<file path="src/rtl/neuron_layer_scheduler.sv">
// neuron_layer_scheduler
//   Time-multiplexes a single shared neuron datapath across every output of a
//   fully-connected layer. On start the layer input vector is latched once;
//   then, for each neuron index, the weight row and bias are fetched from a
//   synchronous ROM, presented to the neuron, and the neuron's registered
//   result is written to the output buffer. The shared neuron's reset is
//   tied to this block's reset at the parent level.
//
// Ports
//   clk, reset     clock (rising edge), synchronous active-high reset
//   start          one-cycle layer request, honoured only in IDLE
//   input_data     flattened layer input vector (element i at [(i+1)*RES-1 -: RES])
//   busy, done     busy outside IDLE; done pulses for one cycle at layer end
//   rom_en/addr    ROM read request; data returns the following cycle
//   rom_weight/bias  ROM read data
//   neuron_input/weight/bias  registered operands for the shared neuron
//   neuron_output  registered result from the shared neuron
//   out_we/addr/data  output-buffer write port
module neuron_layer_scheduler #(
    parameter int NUM_INPUTS  = 4,
    parameter int NUM_NEURONS = 10,
    parameter int RESOLUTION  = 8,
    parameter int ADDR_WIDTH  = (NUM_NEURONS > 1) ? $clog2(NUM_NEURONS) : 1
) (
    input  logic                             clk,
    input  logic                             reset,
    input  logic                             start,
    input  logic [RESOLUTION*NUM_INPUTS-1:0] input_data,
    output logic                             busy,
    output logic                             done,
    output logic                             rom_en,
    output logic [ADDR_WIDTH-1:0]            rom_addr,
    input  logic [RESOLUTION*NUM_INPUTS-1:0] rom_weight,
    input  logic [RESOLUTION-1:0]            rom_bias,
    output logic [RESOLUTION*NUM_INPUTS-1:0] neuron_input,
    output logic [RESOLUTION*NUM_INPUTS-1:0] neuron_weight,
    output logic [RESOLUTION-1:0]            neuron_bias,
    input  logic [RESOLUTION-1:0]            neuron_output,
    output logic                             out_we,
    output logic [ADDR_WIDTH-1:0]            out_addr,
    output logic [RESOLUTION-1:0]            out_data
);

    localparam logic [ADDR_WIDTH-1:0] LAST_INDEX = ADDR_WIDTH'(NUM_NEURONS - 1);

    typedef enum logic [2:0] {
        IDLE,
        ADDR,
        LOAD,
        EVAL,
        WRITE,
        DONE
    } state_t;

    state_t                state;
    logic [ADDR_WIDTH-1:0] index;

    // Strobes are registered: each one is set on the transition into the
    // state that owns it, so it is high for exactly that state's cycle.
    always_ff @(posedge clk) begin
        if (reset) begin
            state         <= IDLE;
            index         <= '0;
            neuron_input  <= '0;
            neuron_weight <= '0;
            neuron_bias   <= '0;
            busy          <= 1'b0;
            done          <= 1'b0;
            rom_en        <= 1'b0;
            out_we        <= 1'b0;
        end else begin
            done   <= 1'b0;
            rom_en <= 1'b0;
            out_we <= 1'b0;
            case (state)
                IDLE: begin
                    if (start) begin
                        neuron_input <= input_data;
                        index        <= '0;
                        state        <= ADDR;
                        rom_en       <= 1'b1;
                        busy         <= 1'b1;
                    end
                end
                ADDR: begin
                    state <= LOAD;
                end
                LOAD: begin
                    neuron_weight <= rom_weight;
                    neuron_bias   <= rom_bias;
                    state         <= EVAL;
                end
                EVAL: begin
                    // Neuron captures its result at this edge; write next cycle.
                    state  <= WRITE;
                    out_we <= 1'b1;
                end
                WRITE: begin
                    if (index == LAST_INDEX) begin
                        state <= DONE;
                        done  <= 1'b1;
                    end else begin
                        index  <= index + ADDR_WIDTH'(1);
                        state  <= ADDR;
                        rom_en <= 1'b1;
                    end
                end
                DONE: begin
                    // start is not looked at here, so a request in this cycle is dropped.
                    state <= IDLE;
                    busy  <= 1'b0;
                end
                default: begin
                    state <= IDLE;
                    busy  <= 1'b0;
                end
            endcase
        end
    end

    // The index is only advanced on leaving WRITE, so it names the current
    // row in ADDR and the current buffer word in WRITE, and is 0 after reset.
    assign rom_addr = index;
    assign out_addr = index;
    assign out_data = out_we ? neuron_output : '0;

endmodule

</file>
<file path="config.mk">
export PLATFORM = sky130hd
export DESIGN_NAME = neuron_layer_scheduler
export DESIGN_NICKNAME = d
export VERILOG_FILES = /design/src/rtl/neuron_layer_scheduler.sv
export SDC_FILE = /design/constraint.sdc
export NUM_CORES = 1
export LEC_CHECK = 0
export ABC_AREA = 1
export ABC_CLOCK_PERIOD_IN_PS = 1900
export CAP_MARGIN = 20
export CORE_MARGIN = 2
export CORE_UTILIZATION = 38
export CTS_CLUSTER_DIAMETER = 80
export CTS_CLUSTER_SIZE = 24
export DETAILED_ROUTE_END_ITERATION = 16
export PLACE_DENSITY_LB_ADDON = 0.25
export SYNTH_ARGS = -nofsm -noshare
export SYNTH_HDL_FRONTEND = slang
export SYNTH_SLANG_ARGS = --single-unit
</file>
<file path="constraint.sdc">
create_clock -name clk -period 1.9 [get_ports clk]
set_clock_uncertainty 0.2 [all_clocks]
set_input_delay 0.57 -clock clk [delete_from_list [all_inputs] [get_ports clk]]
set_output_delay 0.57 -clock clk [all_outputs]
set_load 0.005 [all_outputs]
</file>
==> flow_summary.toml, run 1 <==
[floorplanning]
row_count = 33
dieArea_sq_um = 8980
core_area_sq_um = 8090
die_w_microns = 94.8
start_util_pct = 38.7
ios = 175
die_h_microns = 94.8

[power_and_ir_drop]
leakagePower_nw = 2.43
powerDensity_nw_per_um2 = 909
ir_drop_uv = 397

[critical_path]
crit_path_cell_trace = "buf_4, nand2_1, inv_1, buf_2"
cp-end-kind = "output port"
reg2reg_to = "out_addr[1]$_SDFFE_PP0P_"
cp_data_arrival_time_ps = 1060
critPathKind = "reg2out"
rrSetupSlack_ps = 330
crit_path_max_fanout = 8
path_buf_inv = 3
start_kind = "flop"
r2r-start = "out_addr[2]$_SDFFE_PP0P_"
worstPathRequired_ps = 1130
max_stage_delay_ps = 350
slowest_stage = "dfxtp_4"
reg2regPathDepth = 8
cp_top_family = "flip-flops"

[sta]
slew_headroom_pct = 76.2
period_needed_ps = 1830
slew_violations = 0
tightest_slew_ps = 357
rsz0062_at_grt = "no"
finalSetupViolCount = 0
fin_crit_sh_pct = 96.4
timing.fmax_mhz = 546
whs_ps = 240
hold_violations = 0
tns_ps = 0

[layout]
finalNonFillerCells = 681
layout.nets = 656
final_common_cell = "dlygate4sd2_1"
area_growth_pct = 63.1
antennaDiodeCount = 0
drive_gt1_share_pct = 14.2
layout_common_cells = "dlygate4sd2_1 (92), nor2_1 (86), clkdlybuf4s50_1 (74)"

[synthesis]
synth_top_area_share_pct = 53.1
seq_area_frac_synth_pct = 53.1
syn-cell-area_sq_um = 3130
yosys.area.top_type = "dfxtp_1"
synthCells = 397
synth.area.top_cells = "dfxtp_1 (53%), o21ai_0 (11%), nor2_1 (10%), a21oi_1 (6.1%), inv_1 (5.6%)"
yosys.cell_types.count = 25
ys_ff_latch = 83
synth_nets = 482
synth-warning-count = 0
syn_avg_cell_area_sq_um = 7.89

[detailed_routing]
num_vias = 3126
routedWlPerCell_microns = 12.1
drc_errors = 0
first_iter_violations = 89
post_drt_via_cell_ratio = 4.59
ant_nets = 0
wirelength_microns = 8260
first_pass_iters = 4

[placement]
portBuffers = 174
gp_congestion = 0.791
place_hpwl_microns = 5980
dp_cells = 661

[global_routing]
grt_pass1_vias = 2923
antenna_found_initial = 0
overflow = 0
grt_max_degree = 42
track_usage_pct = 18.4
grt_pass1_wl_microns = 13200

[clock_network]
clk_pin_slew_ps = 80
numClockSinks = 83
cts_buffer_depth = 2
cts_tree = "built"
cts-buffers-inserted = 9
cts_root_buffer = "clkbuf_8"
clk-insertion-delay-late_ps = 350
cts_max_level = 3

[worst_hold_path]
hold_end = "neuron_input[9]$_SDFFE_PP0P_"
hold_depth = 2
min_from = "neuron_input[9]$_SDFFE_PP0P_"
hp-class = "reg2reg"

[job]
cap_violations = 0

[status]
status = "completed"
## per-stage QoR
stage          cell area (sq um)  power (W)  util (%)  setup WS, ps
2_1_floorplan               3130    0.00277         -           393
3_3_place_gp                4990    0.00356      61.6          -485
3_5_place_dp                4990    0.00359      61.6          -517
4_1_cts                     5110    0.00470      63.1          50.8
5_1_grt                     5110    0.00496      63.1          20.1
6_report                    5110    0.00464      63.1          69.2
## registers in the layout, indices dropped and copies added, names as in the netlist
register       count
neuron_weight     32
out_addr           4
done               1
rom_en             1
out_we             1
state              3
neuron_input      32
neuron_bias        8
busy               1
## worst min-delay path: cells and delay by family, from the launching register on
family                 cells  cell delay (ps)
AO/OA/AOI/OAI              1               50
flip-flops                 1              310
buffers and inverters      1               40
## layer usage
metal / part of all wire (%) / vias to the layer above / global-route usage (%)
met5: 0 / - / 0
met4: 2.1 / 0 / 7.85
met3: 12 / 15 / 7.18
met2: 46 / 145 / 29.1
met1: 41 / 1368 / 22.2
li1: - / 1598 / -
## cell usage after synthesis (all sizes together)
| library cell | instances |
|---|---|
| o21ai | 75 |
| nor2 | 88 |
| nand3 | 5 |
| nor4 | 1 |
| buf | 19 |
| a21oi | 38 |
| o22ai | 1 |
| nand4 | 1 |
| xnor2 | 1 |
| ha | 2 |
| dfxtp | 83 |
| clkbuf | 10 |
| nand2 | 21 |
| inv | 51 |
| o31ai | 1 |
## cells by family after synthesis
family	after synthesis	synth area share, %
and+or+nand+nor	116	15.4
AOI/OAI and AO/OA	115	18.5
DFF	83	53.1
buffers and inverters	80	11.9
adders and majority gates	2	0.799
xor gates and xnor gates	1	0.280
## worst max-delay path by stage
stage | startpoint | endpoint | cells past startpoint
2_1_floorplan | reset | neuron_input[23]$_SDFFE_PP0P_ | 6
6_report | out_we$_SDFF_PP0_ | out_data[0] | 4
5_1_grt | out_we$_SDFF_PP0_ | out_data[7] | 4
3_3_place_gp | neuron_output[6] | out_data[6] | 4
4_1_cts | out_we$_SDFF_PP0_ | out_data[0] | 4
3_5_place_dp | neuron_output[0] | out_data[0] | 4
## where the power goes
part	internal, W	switching [W]
Combinational	0.000649	0.000574
Clock	0.000643	0.000626
Sequential	0.00202	0.000128
Total	0.00332	0.00133
## layout make-up
type	count	area, sq um
clock inverter	6	65.1
sequential	83	1700
fill	756	2990
multi-input combinational	234	1090
tap	105	131
inverter	51	191
timing repair buffer	192	1780
clock buffer	10	138
## what timing repair did
action | 4_1_cts | 5_1_grt
hold buffers | 0 | 0
gates resized for setup | 155 | 0
endpoints found under the setup margin | 92 | 0
buffers inserted | 4 | 0
Note: power is estimated with default switching activity, not from simulation.
==> run 2: changes to the inputs <==
--- a/config.mk
+++ b/config.mk
@@ -6,13 +6,14 @@
 export NUM_CORES = 1
 export LEC_CHECK = 0
 export ABC_AREA = 1
-export ABC_CLOCK_PERIOD_IN_PS = 1900
+export ABC_CLOCK_PERIOD_IN_PS = 2000
 export CAP_MARGIN = 20
 export CORE_MARGIN = 2
 export CORE_UTILIZATION = 38
 export CTS_CLUSTER_DIAMETER = 80
 export CTS_CLUSTER_SIZE = 24
 export DETAILED_ROUTE_END_ITERATION = 16
+export GPL_TIMING_DRIVEN = 1
 export PLACE_DENSITY_LB_ADDON = 0.25
 export SYNTH_ARGS = -nofsm -noshare
 export SYNTH_HDL_FRONTEND = slang
==> constraint.sdc (replaced) <==
create_clock -name clk -period 2 [get_ports clk]
set_clock_uncertainty 0.2 [all_clocks]
set_input_delay 0.6 -clock clk [delete_from_list [all_inputs] [get_ports clk]]
set_output_delay 0.6 -clock clk [all_outputs]
set_load 0.005 [all_outputs]
==> run 2 against run 1 <==
Against the previous run: register-to-register slack improved by 100 ps; first-iteration DRC count down 6.7%; die area did not move; clock-buffer cell count rose by 2; global-route usage is 0.16 points lower; cell count is 0.15% lower; via count shrank 0.93%; cell area is 2.4% higher; critical path depth down 3; non-clock buffer count decreased by 1.
==> flow_summary.toml, run 2 (same netlist as run 1, synthesis figures left out) <==
[detailed_routing]
routedWlPerCell_microns = 12.2
drc_errors = 0
first_iter_violations = 83
num_vias = 3097
post_drt_via_cell_ratio = 4.55
wirelength_microns = 8300
first_pass_iters = 4
ant_nets = 0

[job]
cap_violations = 0

[critical_path]
critPathKind = "reg2out"
slowest_stage = "clkdlybuf4s50_1"
reg2regPathDepth = 8
crit_path_cell_trace = "clkdlybuf4s50_1"
cp_data_arrival_time_ps = 1160
r2r-start = "out_addr[1]$_SDFFE_PP0P_"
rrSetupSlack_ps = 430
cp_top_family = "buffers and inverters"
max_stage_delay_ps = 490
crit_path_max_fanout = 2
cp-end-kind = "output port"
start_kind = "flop"
reg2reg_to = "out_addr[1]$_SDFFE_PP0P_"
path_buf_inv = 1
worstPathRequired_ps = 1200

[layout]
finalNonFillerCells = 680
drive_gt1_share_pct = 12.7
layout.nets = 655
final_common_cell = "nor2_1"
antennaDiodeCount = 0
regArea_sq_um = 1700
fin_util_pct = 64.7
reg_top3 = "neuron_input: 32 flops, neuron_weight: 32 flops, neuron_bias: 8 flops"
fill_cells = 695
area_growth_pct = 67.1
multi_input_area_sq_um = 1090
layout_common_cells = "nor2_1 (86), clkdlybuf4s50_1 (78), o21ai_0 (67)"

[power_and_ir_drop]
p_switching_w = 0.00123
p_comb_share_pct = 27.6
ir_drop_uv = 456
leakagePower_nw = 2.90
seqPwrFrac_pct = 46.4
swShare_pct = 28.0
intPower_w = 0.00317
p_clk_share_pct = 26.0
powerDensity_nw_per_um2 = 841

[worst_hold_path]
hold_end = "neuron_input[30]$_SDFFE_PP0P_"
min_from = "neuron_input[30]$_SDFFE_PP0P_"
hp-class = "reg2reg"
hold_depth = 2

[status]
status = "completed"

[sta]
setup_ws_ps = 42.4
tns_ps = 0
whs_ps = 243
finalSetupViolCount = 0
tightest_slew_ps = 367
hold_violations = 0
period_needed_ps = 1960
slew_headroom_pct = 75.5
slew_violations = 0
timing.fmax_mhz = 511
fin_crit_sh_pct = 97.9
rsz0062_at_grt = "no"

[clock_network]
cts_tree = "built"
hold_buffers = 0
numClockSinks = 83
clk-insertion-delay-late_ps = 340
cts_buffer_depth = 2
cts_root_buffer = "clkbuf_8"
cts_max_level = 3
cts-buffers-inserted = 9
clk_pin_slew_ps = 80

[global_routing]
antenna_found_initial = 0
track_usage_pct = 18.2
grt_pass1_vias = 2879
grt_pass1_wl_microns = 13000
overflow = 0
grt_max_degree = 42

[floorplanning]
die_h_microns = 94.8
die_w_microns = 94.8
start_util_pct = 38.7
dieArea_sq_um = 8980
ios = 175
row_count = 33
core_area_sq_um = 8090

[placement]
portBuffers = 174
dp_cells = 660
place_hpwl_microns = 6020
pre_cts_ws_ps = -491
gp_congestion = 0.768
==> run 2: worst max path at each step <==
| stage | from | end | slack [ps] | depth (start not counted) |
|---|---|---|---|---|
| CTS | neuron_bias[3]$_SDFFE_PP0P_ | neuron_bias[3] | 0.1 | 1 |
| finish | neuron_input[21]$_SDFFE_PP0P_ | neuron_input[21] | 40 | 1 |
| detailed placement | neuron_output[4] | out_data[4] | -490 | 4 |
| floorplan | reset | neuron_input[23]$_SDFFE_PP0P_ | 460 | 6 |
| global route | neuron_input[21]$_SDFFE_PP0P_ | neuron_input[21] | 0.2 | 1 |
| global placement | neuron_output[6] | out_data[6] | -450 | 4 |
==> run 2: layer usage <==
metal  up-vias  GRT usage (%)  part of all wire [%]
met1      1379           21.6                    43
li1       1599              -                     -
met3         4           6.86                    10
met5         -              0                     0
met4         0           6.40                  0.54
met2       115           30.2                    46
==> run 2: metrics by stage <==
step                area, sq um  total power (W)
floorplan                  3130          0.00263
global placement           4970          0.00337
detailed placement         4970          0.00341
CTS                        5120          0.00449
global route               5230          0.00468
finish                     5230          0.00440
==> run 2: area by class of cell <==
class                   instances  share of cell area (%)
well taps                     105                    2.51
flip-flops and latches         83                    32.5
repair buffers                191                    36.9
multi-input cells             234                    20.9
inverters                      51                    3.66
clock buffers                  12                    2.58
clock inverters                 4                   0.980
==> run 2: repair_timing <==
| item | CTS | global route |
|---|---|---|
| endpoints found under the setup margin | 58 | 43 |
| gates resized for setup | 95 | 51 |
| buffers inserted | 4 | 0 |
==> run 2: tightest hold or removal path: stages (launching register included) <==
cell,delay [ps]
dfxtp_1,310
inv_1,40
a21oi_1,50
==> run 2: power groups by stage <==
stage	Combinational, W	Sequential (W)	Clock, W
final	0.00121	0.00204	0.00114
after global routing	0.00136	0.00207	0.00124
after CTS	0.00127	0.00204	0.00118
after detailed placement	0.00133	0.00208	0
after global placement	0.00130	0.00207	0
after floorplan	0.000533	0.00210	0
